<file path="config.mk">
export PLATFORM = sky130hd
export DESIGN_NAME = clk_period_meter
export DESIGN_NICKNAME = d
export VERILOG_FILES = /design/src/rtl/clk_period_meter.sv
export SDC_FILE = /design/constraint.sdc
export NUM_CORES = 1
export LEC_CHECK = 0
export CORE_UTILIZATION = 55
export CTS_BUF_LIST = sky130_fd_sc_hd__clkbuf_2 sky130_fd_sc_hd__clkbuf_4 sky130_fd_sc_hd__clkbuf_8
export DETAILED_ROUTE_END_ITERATION = 16
export PLACE_DENSITY_LB_ADDON = 0.08
export SLEW_MARGIN = 30
export SYNTH_ARGS = -nofsm -noshare
export SYNTH_HDL_FRONTEND = slang
export SYNTH_SLANG_ARGS = --single-unit
</file>
<file path="constraint.sdc">
create_clock -name clk -period 4.75 [get_ports clk]
set_input_delay 1.1875 -clock clk [delete_from_list [all_inputs] [get_ports clk]]
set_output_delay 1.1875 -clock clk [all_outputs]
set_load 0.01 [all_outputs]
</file>
<file path="src/rtl/clk_period_meter.sv">
// -----------------------------------------------------------------------------
// clk_period_meter
//
// Measures the rising-to-rising period of a slow, asynchronous square wave in
// units of clk. It reports whether the last two periods agree (lock) and
// whether a locked period equals an expected value (match). A sticky overflow
// flag reports that no edge arrived before the counter saturated.
//
// Parameters
//   CNT_W        width of the period counter and of every period value
//   SYNC_STAGES  number of input synchronizer flops (must be >= 2)
//
// Ports
//   clk            system clock, the only clock domain
//   rst            asynchronous, active-high reset
//   sig_in         asynchronous square wave to be measured
//   clr            synchronous clear of measurement state and overflow
//   expect_period  expected period in clk cycles
//   period         last measured rising-to-rising period
//   valid          one-cycle pulse on every period update
//   lock           last two measured periods were equal
//   match          lock && (period == expect_period), one cycle behind lock
//   overflow       sticky: counter saturated without seeing a rising edge
// -----------------------------------------------------------------------------
module clk_period_meter #(
    parameter int CNT_W       = 8,
    parameter int SYNC_STAGES = 2
) (
    input  logic             clk,
    input  logic             rst,
    input  logic             sig_in,
    input  logic             clr,
    input  logic [CNT_W-1:0] expect_period,
    output logic [CNT_W-1:0] period,
    output logic             valid,
    output logic             lock,
    output logic             match,
    output logic             overflow
);

    localparam logic [CNT_W-1:0] CNT_MAX = {CNT_W{1'b1}};
    localparam logic [CNT_W-1:0] CNT_ONE = {{(CNT_W-1){1'b0}}, 1'b1};

    typedef enum logic {
        ST_IDLE    = 1'b0,
        ST_MEASURE = 1'b1
    } state_e;

    logic [SYNC_STAGES-1:0] sync_q;
    logic                   hist_q;
    logic                   rise;

    state_e                 state_q;
    logic [CNT_W-1:0]       cnt_q;
    logic [CNT_W-1:0]       period_q;
    logic                   valid_q;
    logic                   lock_q;
    logic                   match_q;
    logic                   overflow_q;

    // Input synchronizer plus one history flop for edge detection. A clear
    // deliberately leaves these alone so the input view stays continuous.
    always_ff @(posedge clk or posedge rst) begin
        if (rst) begin
            sync_q <= '0;
            hist_q <= 1'b0;
        end else begin
            sync_q <= {sync_q[SYNC_STAGES-2:0], sig_in};
            hist_q <= sync_q[SYNC_STAGES-1];
        end
    end

    assign rise = sync_q[SYNC_STAGES-1] & ~hist_q;

    // Measurement FSM with all outputs registered. Priority is
    // rst > clr > rise > saturation.
    always_ff @(posedge clk or posedge rst) begin
        if (rst) begin
            state_q    <= ST_IDLE;
            cnt_q      <= '0;
            period_q   <= '0;
            valid_q    <= 1'b0;
            lock_q     <= 1'b0;
            match_q    <= 1'b0;
            overflow_q <= 1'b0;
        end else if (clr) begin
            // A rise arriving together with clr is intentionally dropped.
            state_q    <= ST_IDLE;
            cnt_q      <= '0;
            period_q   <= '0;
            valid_q    <= 1'b0;
            lock_q     <= 1'b0;
            match_q    <= 1'b0;
            overflow_q <= 1'b0;
        end else begin
            valid_q <= 1'b0;
            // match trails lock/period by one cycle on purpose.
            match_q <= lock_q && (period_q == expect_period);
            case (state_q)
                ST_IDLE: begin
                    // The first edge only opens a period; nothing to report.
                    if (rise) begin
                        cnt_q   <= CNT_ONE;
                        state_q <= ST_MEASURE;
                    end else begin
                        cnt_q   <= '0;
                    end
                end
                ST_MEASURE: begin
                    if (rise) begin
                        // period_q still holds the previous period here, so
                        // comparing against it yields "last two were equal".
                        period_q <= cnt_q;
                        lock_q   <= (cnt_q == period_q);
                        valid_q  <= 1'b1;
                        cnt_q    <= CNT_ONE;
                    end else if (cnt_q != CNT_MAX) begin
                        cnt_q    <= cnt_q + CNT_ONE;
                    end else begin
                        // Saturated: give up on this period but keep the last
                        // good value visible.
                        overflow_q <= 1'b1;
                        lock_q     <= 1'b0;
                        match_q    <= 1'b0;
                        cnt_q      <= '0;
                        state_q    <= ST_IDLE;
                    end
                end
                default: begin
                    state_q <= ST_IDLE;
                    cnt_q   <= '0;
                end
            endcase
        end
    end

    assign period   = period_q;
    assign valid    = valid_q;
    assign lock     = lock_q;
    assign match    = match_q;
    assign overflow = overflow_q;

endmodule

</file>
; ---- After elaboration in Yosys (flattened, before gate mapping)
; Index checks and enable logic that the tools add are counted.
[totals]
ff_bits = 24
input_bits = 12
output_inout_bits = 12
wordCells = 52
[op_classes]
add_sub_neg = 1
n_eq_ne = 6
muxes = 27
n_bitwise = 3
reduce_logical = 6
[op_table]
columns = cell, count
row1 = $mux W8, 6
row2 = $mux W1, 19
row3 = $eq A8 B8 Y1, 2
row4 = $pmux W8 S2, 1
row5 = $add A8 B1 Y8 const B, 1
row6 = $ne A8 B8 Y1 const B, 1
row7 = $ne A2 B2 Y1 const B, 2
row8 = $reduce_and A2 Y1, 2
row9 = $reduce_bool A2 Y1, 2
row10 = $ne A3 B3 Y1 const B, 1
row11 = $reduce_and A3 Y1, 1
row12 = $not A1 Y1, 2
row13 = $pmux W1 S2, 1
row14 = $and A1 B1 Y1, 1
row15 = $logic_and A1 B1 Y1, 1

; ---- Logic depth before layout (Yosys ltp)
; Gate-level depths: netlist of the first run.
[depth]
word_depth = 6
mapped_depth = 6
mapped_depth_nobuf = 5

; ---- Least setup slack after synthesis of the first run
; Ideal clock, no wire load.
[synth_timing]
path_type = in2reg
startpoint = input expect_period[6]
endpoint = register match_q (netlist: match)
setup_ns = 0.099
t_arrival_ns = 1.915
setup_slack_ns = 2.736
cell_stages = 4
cell_sequence = xor2_1 nor4_1 nand4_1 a311oi_1
[synth_between]
elab_chain_cells = 6
[synth_lines]
columns = item, line
row1 = start: declaration, 33  ; input logic [CNT_W-1:0] expect_period,
row2 = $eq A8 B8 Y1 (*), 98  ; match_q <= lock_q && (period_q == expect_period);
row3 = $logic_and A1 B1 Y1 (*), 98
row4 = $mux W1, 117  ; end else if (cnt_q != CNT_MAX) begin
row5 = $mux W1, 110  ; if (rise) begin
row6 = $mux W1 (*), 99  ; case (state_q)
row7 = $mux W1 (*), 86  ; end else if (clr) begin
row8 = end signal: assignment, 98
row9 = end: declaration, 58  ; logic match_q;
; Mark *: on every way between the ends. The rest lies on a longest branch, timed or not.
; A chain may end at the register's enable or synchronous reset.

; ---- Worst setup path after layout of the first run
[layout_timing]
startpoint = register period_q[2] (netlist: period[2])
endpoint = output period[2]
[layout_rtl]
columns = item, line
row1 = start: declaration, 55  ; logic [CNT_W-1:0] period_q;
row2 = start signal: assignment, 113  ; period_q <= cnt_q;
row3 = end: declaration, 34  ; output logic [CNT_W-1:0] period,
; No word-level cell between the ends.

==> summary.md, run 1 <==
| Metric | Value |
|---|---|
| Hold WC Path Type | register to register |
| Antenna viol nets, final | 0 |
| Vias in the first global route | 750 |
| H-tree levels | 1 |
| Leakage | ~0.66 nW |
| Final slew viol count | 0 |
| Syn Area/Cell | around 11 um2 |
| Area growth, synth to finish | 23.9% |
| RD Place Congestion | ~0.77 |
| Yosys top cell by area | dfrtp_1 |
| Avg WL per Cell | ~14 um |
| Iteration-0 DRC count of the detailed router | 23 |
| Mapped cell area | around 0.0012 mm2 |
| Hold_sp | sync_q[0] |
| Final #Nets | roughly 150 |
| Area contributors post-synth | dfrtp_1, xnor2_1, xor2_1 |
| Remaining DRCs | 0 |
| Gates resized, CTS repair | 0 |
| Initial Util | between 50% and 60% |
| Status | completed |
| Hold WS | approximately 0.37 ns |
| Crit-path max FO | 4 |
| # fillers | 146 |
| Clock buffer count from CTS | 3 |
| FF-to-FF Start | cnt_q[0] |
| Share of layout cells above drive strength 1 | roughly 5.3% |
| Setup violations, final | 0 |
| Post-synthesis register bit count | 24 |
| CP peak stage delay | about 0.58 ns |
| Sequential cell area fraction in the yosys report | between 50% and 60% |
| CP Launch Point | period[2] |
| Final period utilization | approximately 54% |
| Synth Flop Type | dfrtp_1 |
| Total grt overflow | 0 |
| Crit-path leading delay family | buffers and inverters |
| Yosys warns | 0 |
| Detailed placement HPWL | about 1500 um |
| RSZ-0062 raised after global routing | false |
| Worst path depth | 1 |
| Clock Skew | roughly 0.0043 ns |
| First-pass GRT wire length | between 3000 and 4000 um |
| Via count | roughly 850 |
| Number of distinct library cells after synthesis | 28 |
| Setup CP Type | register to output pin |
| Largest net degree at the start of global routing | 25 |
| Cells after synthesis | about 110 |
| Port Buffers | 23 |
| Worst-skew pair later-pin latency | 0.31 ns |
| Most common cell in the synthesized netlist | dfrtp_1 |
| Hold depth | 0 |
| Async set-or-reset flop fraction in the synthesized netlist | 100% |
| CTS root buf | clkbuf_4 |
| Top cells by count, synth | dfrtp_1, nor2_1, xnor2_1, xor2_1, mux2i_1 |
| Setup Buffers After CTS | 0 |
| Syn nets | around 120 |
| Antenna cells | 0 |
| Worst R2R Path Depth | 5 |
| # IOs | 24 |
| RR Endpoint | lock |
| CTS tree | done |
| Slew HR | a little over three fifths |
| Pre-Repair DR Iteration Count | 4 |
| PD cells | around 240 mW/mm2 |
| Max-cap check violation count | 0 |
| Core ar. | ~0.0020 mm2 |
| Total global-route track usage | approximately a fifth |
| Final hold violation count | 0 |
| WP buf/inv | 1 |
| Critical Path, Cell by Cell | clkdlybuf4s50_1 |
| Horiz. Die Dim | ~48 um |
| Die height | around 48 um |
| Fin Setup TNS | 0 ns |
| Worst reg2reg setup slack | approximately 3.0 ns |
| Via/cell ratio | 5.35 |
| Core Util, Final | between 70% and 80% |
| Clk sinks | 24 |
| Crit start category | register |
| Worst slew pin tran | ~0.56 ns |
| Worst EP arrival | between 1 and 1.5 ns |
| Critical-path top delay cell | clkdlybuf4s50_1 |
| Crit path required time | between 3 and 4 ns |
| Antenna violations before repair | 0 |
| Reg clk slew, reported paths | roughly 0.13 ns |
| Hold EP | sync_q[1] |
| Fmax | approximately 0.4 GHz |
| Final WL | between 2000 and 2500 um |
| Number of flops mapped to enable cells by yosys | 0 |
| Area fraction of the dominant cell type after synthesis | 51.1% |
| Worst vdd ir | approximately 200 uV |
| Min Tclk post-route | ~2.5 ns |
| Critical Path Sink Type | output pin |
| Hold buffers post-CTS | 0 |
| Die ar. | ~0.0023 mm2 |
| Bufs on Longest Clock Path | 2 |
| Rows | 16 |
## per-layer routing
metal	vias to the layer above	routed length, um	track usage [%]
met3	2	82	3.33
met5	-	0	0
li1	409	-	-
met4	0	12	9.44
met2	21	1070	32.3
met1	413	998	28.3
## stage by stage
| step | cell area [um2] | std cells | power [mW] | setup WS (ns) |
|---|---|---|---|---|
| 2_1_floorplan | 1170 | 108 | 0.230 | 2.74 |
| 3_3_place_gp | 1420 | 154 | 0.243 | 2.08 |
| 3_5_place_dp | 1420 | 154 | 0.244 | 2.01 |
| 4_1_cts | 1460 | 158 | 0.348 | 2.20 |
| 5_1_grt | 1460 | 158 | 0.361 | 2.14 |
| 6_report | 1460 | 158 | 0.346 | 2.20 |
## cell usage in the layout, fill, tap and decap left out, types with 2 or more instances in the layout
master / count
dfrtp_1: 24
nand3_1: 2
nand2b_1: 3
nand3b_1: 4
mux2i_1: 8
nor2_1: 16
xor2_1: 10
nand4_1: 4
a21oi_1: 2
clkbuf_4: 3
nand2_1: 4
xnor2_1: 12
clkdlybuf4s50_1: 23
## worst max-delay path by stage
stage	endpoint	slack, ns
2_1_floorplan	match	2.74
3_3_place_gp	lock	2.08
3_5_place_dp	lock	2.01
4_1_cts	period[2]	2.20
5_1_grt	period[2]	2.14
6_report	period[2]	2.20
## registers in the layout, summed over array words and instances (netlist names)
| register | cells |
|---|---|
| cnt_q | 8 |
| hist_q | 1 |
| lock | 1 |
| match | 1 |
| overflow | 1 |
| period | 8 |
| state_q | 1 |
| sync_q | 2 |
| valid | 1 |
## cells by family (layout without fill, tap and decap cells)
| logic type | Yosys count | after routing | share of synthesized area (%) |
|---|---|---|---|
| simple gates | 41 | 41 | 18.4 |
| flops | 24 | 24 | 51.1 |
| xor+xnor | 22 | 22 | 16.4 |
| mux | 9 | 9 | 7.77 |
| buf+inv | 6 | 29 | 2.34 |
| compound gates | 5 | 5 | 2.88 |
| fa+ha+maj | 1 | 1 | 1.06 |
## final cells by class
type | count | area [um2] | area share, %
Multi-Input combinational cell | 78 | 547 | 37.6
Inverter | 2 | 7.51 | 0.516
Clock buffer | 4 | 36.3 | 2.49
Tap cell | 27 | 33.8 | 2.32
Sequential cell | 24 | 601 | 41.3
Timing Repair Buffer | 23 | 230 | 15.8
## power by group
| group | internal (mW) | switching, mW |
|---|---|---|
| registers | 0.208 | 0.00363 |
| clock network | 0.0468 | 0.0583 |
| logic | 0.0158 | 0.0136 |
| total | 0.270 | 0.0756 |
Note: power is estimated with default switching activity, not from simulation.
==> run 2, diff against run 1 <==
Settings changed: CORE_UTILIZATION 55 to 52.
Clock period 4.75 ns to 2.6 ns, I/O delays scaled along.
==> summary.md, run 2 (synthesis results as in run 1) <==
| Metric | Value |
|---|---|
| Status | completed |
| Die ar. | ~0.0025 mm2 |
| Clock buffer count from CTS | 3 |
| Crit-path max FO | 4 |
| FF/Latch Area | roughly 600 um2 |
| Via/cell ratio | roughly 5.5 |
| Worst slew pin tran | about 0.55 ns |
| Antenna viol nets, final | 0 |
| Clk sinks | 24 |
| Fin Setup TNS | 0 ns |
| Share of layout cells above drive strength 1 | under 10% |
| Worst EP arrival | 1.34 ns |
| Antenna cells | 0 |
| Leading cell type in the layout, fill and taps excluded | dfrtp_1 |
| Port Buffers | 23 |
| Final WL | approximately 2500 um |
| Min Tclk post-route | between 1.5 and 2 ns |
| Max-cap check violation count | 0 |
| H-tree levels | 1 |
| Critical Path, Cell by Cell | clkdlybuf4s50_1 |
| PD cells | roughly 410 mW/mm2 |
| Setup violations, final | 0 |
| CP peak stage delay | approximately 0.57 ns |
| Core ar. | about 0.002 mm2 |
| Setup CP Type | register to output pin |
| Avg WL per Cell | approximately 15 um |
| First-pass GRT wire length | roughly 4300 um |
| NetSw | roughly 0.13 mW |
| Initial Util | 57.5% |
| Placed cell areas | between 0.001 and 0.0015 mm2 |
| Detailed placement HPWL | around 1800 um |
| Crit start category | register |
| CTS root buf | clkbuf_4 |
| Slew HR | between 60% and 70% |
| Clock Skew | between 0.004 and 0.005 ns |
| Final #Nets | approximately 150 |
| Design area | approximately 0.0015 mm2 |
| Antenna violations before repair | 0 |
| Setup ws final | about 0.61 ns |
| Final period utilization | 76.7% |
| CTS tree | done |
| Pre-Repair DR Iteration Count | 4 |
| Worst reg2reg setup slack | ~0.84 ns |
| Sw frac | between 20% and 30% |
| Final slew viol count | 0 |
| Setup Buffers After CTS | 0 |
| Leakage | 0.666 nW |
| Most frequent cells in the layout | dfrtp_1, clkdlybuf4s50_1, nor2_1, xnor2_1, xor2_1 |
| Via count | roughly 870 |
| Rows | 16 |
| Horiz. Die Dim | ~50 um |
| Vias in the first global route | 919 |
| Logic gate share of total power | approximately a tenth |
| Fmax | 0.502 GHz |
| Remaining DRCs | 0 |
| Total global-route track usage | 23.6% |
| Hold buffers post-CTS | 0 |
| Area growth, synth to finish | 24.0% |
| Worst vdd ir | roughly 360 uV |
| # fillers | between 150 and 200 |
| Hold WC Path Type | register to register |
| Clock share of power | about a quarter |
| Total grt overflow | 0 |
| Largest net degree at the start of global routing | 25 |
| Final hold violation count | 0 |
| Worst-skew pair later-pin latency | approximately 0.31 ns |
| Reg power frac | 64.7% |
| Critical-path top delay cell | clkdlybuf4s50_1 |
| Internal power | 0.464 mW |
| Critical Path Sink Type | output pin |
| Crit-path leading delay family | buffers and inverters |
| # IOs | 24 |
| Gates resized, CTS repair | 0 |
| RSZ-0062 raised after global routing | false |
| WP buf/inv | 1 |
| RD Place Congestion | between 0.7 and 0.8 |
| Reg clk slew, reported paths | between 0.1 and 0.15 ns |
| Bufs on Longest Clock Path | 2 |
| Die height | between 40 and 50 um |
| Crit path required time | about 2.0 ns |
| Iteration-0 DRC count of the detailed router | 11 |
| Area of the multi-input gates | between 500 and 600 um2 |
| Dpl ws | approximately 0.57 ns |
-- run 2: cell count changes in the layout (fill, tap and decap cells not counted), sizes merged --
cell	change
clkbuf	-1
buf	+2
-- run 2: layout make-up --
cell class,count,area share (%)
tap,27,2.32
clock buffer,3,1.55
multi-input combinational,78,37.5
sequential,24,41.2
inverter,2,0.515
timing repair buffer,25,16.8
-- run 2: worst paths after layout --
path | from | end | depth (start not counted)
min in group asynchronous | rst | cnt_q[4] | 3
min | sync_q[0] | sync_q[1] | 0
max reg2reg | cnt_q[0] | lock | 5
max | period[2] | period[2] | 1
min reg2reg | sync_q[0] | sync_q[1] | 0
max in group asynchronous | rst | lock | 3
-- run 2: metrics by stage --
stage | util, % | hold slack, ns | total power, mW | cells
floorplan | - | 0.331 | 0.420 | 108
global placement | 70.2 | 0.335 | 0.448 | 156
detailed placement | 70.2 | 0.351 | 0.450 | 156
CTS | 71.3 | 0.379 | 0.606 | 159
global route | 71.3 | 0.381 | 0.623 | 159
finish | 71.3 | 0.373 | 0.597 | 159
-- run 2: power by group through the flow --
stage	clock, mW	sequential [mW]	combinational [mW]
after CTS	0.163	0.386	0.0576
after detailed placement	0	0.393	0.0571
after floorplan	0	0.390	0.0301
after global routing	0.173	0.387	0.0634
after global placement	0	0.393	0.0556
final	0.154	0.386	0.0568
-- run 2: metal layers --
| layer | part of all wire (%) | up-vias | global-route usage, % |
|---|---|---|---|
| met5 | 0 | - | 0 |
| met4 | 1.4 | 0 | 7.14 |
| met3 | 3.0 | 5 | 3.09 |
| met2 | 52 | 20 | 42.1 |
| met1 | 44 | 428 | 29.4 |
| li1 | - | 418 | - |
==> run 3, diff against run 2 <==
Settings changed: CORE_ASPECT_RATIO set to 1.75, CORE_UTILIZATION 52 to 47.
Clock period 2.6 ns to 1.8 ns, I/O delays scaled along.
==> summary.md, run 3 (synthesis results as in run 1) <==
| Metric | Value |
|---|---|
| Status | completed |
| Port Buffers | 23 |
| Horiz. Die Dim | 39.8 um |
| Crit path required time | ~1.4 ns |
| RD Place Congestion | between 0.7 and 0.8 |
| Largest net degree at the start of global routing | 25 |
| Area of the multi-input gates | 547 um2 |
| Leakage | between 0.6 and 0.7 nW |
| Antenna cells | 0 |
| Slew HR | approximately four fifths |
| RR Endpoint | lock |
| CTS tree | done |
| FF-to-FF Start | cnt_q[0] |
| Final slew viol count | 0 |
| H-tree levels | 1 |
| Critical path endpoint | period[4] |
| Final hold violation count | 0 |
| Setup CP Type | register to output pin |
| # IOs | 24 |
| Worst path depth | 1 |
| Antenna violations before repair | 0 |
| Initial Util | roughly half |
| Worst reg2reg setup slack | about 0.14 ns |
| Critical Path, Cell by Cell | clkdlybuf4s50_1 |
| Setup violations, final | 0 |
| Antenna viol nets, final | 0 |
| Clk sinks | 24 |
| Design area | 0.00151 mm2 |
| Iteration-0 DRC count of the detailed router | 13 |
| Remaining DRCs | 0 |
| Crit-path max FO | 4 |
| Vias in the first global route | about 860 |
| RSZ-0062 raised after global routing | false |
| Die ar. | 0.00271 mm2 |
| Worst R2R Path Depth | 5 |
| Final period utilization | 96.7% |
| Placed cell areas | approximately 0.0015 mm2 |
| Reg clk slew, reported paths | 0.07 ns |
| Rows | 23 |
| Min Tclk post-route | 1.74 ns |
| Total global-route track usage | between 20% and 30% |
| Fmax | about 0.57 GHz |
| Bufs on Longest Clock Path | 2 |
| Clock buffer count from CTS | 3 |
| Pre-Repair DR Iteration Count | 4 |
| CP Launch Point | period[4] |
| Area growth, synth to finish | 28.6% |
| Via count | between 800 and 900 |
| Via/cell ratio | between 5 and 6 |
| Core ar. | ~0.0023 mm2 |
| CTS root buf | clkbuf_8 |
| Worst vdd ir | between 500 and 600 uV |
| Total Power | 0.944 mW |
| Final WL | about 2400 um |
| Hold WS | roughly 0.35 ns |
| Hold WC Path Type | register to register |
| Worst EP arrival | between 1 and 1.5 ns |
| WP buf/inv | 1 |
| Most frequent cells in the layout | dfrtp_1, clkdlybuf4s50_1, nor2_1, xnor2_1, xor2_1 |
| Avg WL per Cell | roughly 15 um |
| Clock Skew | between 0.002 and 0.0025 ns |
| First-pass GRT wire length | approximately 3800 um |
| Final #Nets | 152 |
| Share of layout cells above drive strength 1 | 9.49% |
| Critical-path top delay cell | clkdlybuf4s50_1 |
| Max-cap check violation count | 0 |
| Die height | about 68 um |
| Crit start category | register |
| Critical Path Sink Type | output pin |
| CP peak stage delay | roughly 0.59 ns |
| Worst slew pin tran | approximately 0.32 ns |
| Detailed placement HPWL | about 1800 um |
| FF/Latch Area | 602 um2 |
| PD cells | between 600 and 700 mW/mm2 |
| Worst-skew pair later-pin latency | roughly 0.25 ns |
| # fillers | ~190 |
| Crit-path leading delay family | buffers and inverters |
| Total grt overflow | 0 |
==> run 3: cell count changes in the layout (fill, tap and decap cells not counted), sizes merged <==
cell and delta:
buf +5
==> run 3: worst min-delay path by stage <==
stage,startpoint,to,cells past startpoint
2_1_floorplan,sync_q[0],sync_q[1],0
3_3_place_gp,sync_q[0],sync_q[1],0
3_5_place_dp,sync_q[0],sync_q[1],0
4_1_cts,sync_q[0],sync_q[1],0
5_1_grt,sync_q[0],sync_q[1],0
6_report,sync_q[0],sync_q[1],0
==> run 3: final cells by class <==
class                           count  share of cell area, %
Clock buffer                        3                   2.73
Inverter                            2                  0.497
Multi-Input combinational cell     78                   36.2
Sequential cell                    24                   39.8
Tap cell                           25                   2.07
Timing Repair Buffer               30                   18.7
==> run 3: power breakdown <==
| group | internal [mW] | switching [mW] |
|---|---|---|
| clock | 0.149 | 0.150 |
| sequential | 0.547 | 0.00774 |
| combinational | 0.0496 | 0.0402 |
==> run 3: worst register-to-register path: cells and delay by family (launching register included) <==
family / cells / cell delay [ns]
flops: 1 / 0.38
mux: 1 / 0.32
compound gates: 1 / 0.14
fa+ha+maj: 1 / 0.25
simple gates: 2 / 0.46
==> run 3: what timing repair did <==
item,CTS,global route
hold buffers,0,0
gates resized for setup,0,1
endpoints found under the hold margin,0,0
endpoints found under the setup margin,0,1
buffers inserted,0,0
==> run 3: metal layers <==
| metal | GRT usage (%) | share of wire [%] |
|---|---|---|
| met5 | 0 | 0 |
| met4 | 9.91 | 1.0 |
| met3 | 2.92 | 2.4 |
| met2 | 36.5 | 52 |
| met1 | 23.5 | 45 |
==> run 3: per-stage QoR <==
stage	cells	setup WS, ns	TNS, ns	utilization, %
after floorplan	108	0.181	0	-
after global placement	159	0.0402	0	63.0
after detailed placement	159	-0.0663	-0.0663	63.0
after CTS	162	0.00644	0	64.8
after global routing	162	0.0192	0	64.8
final	162	0.0600	0	64.8
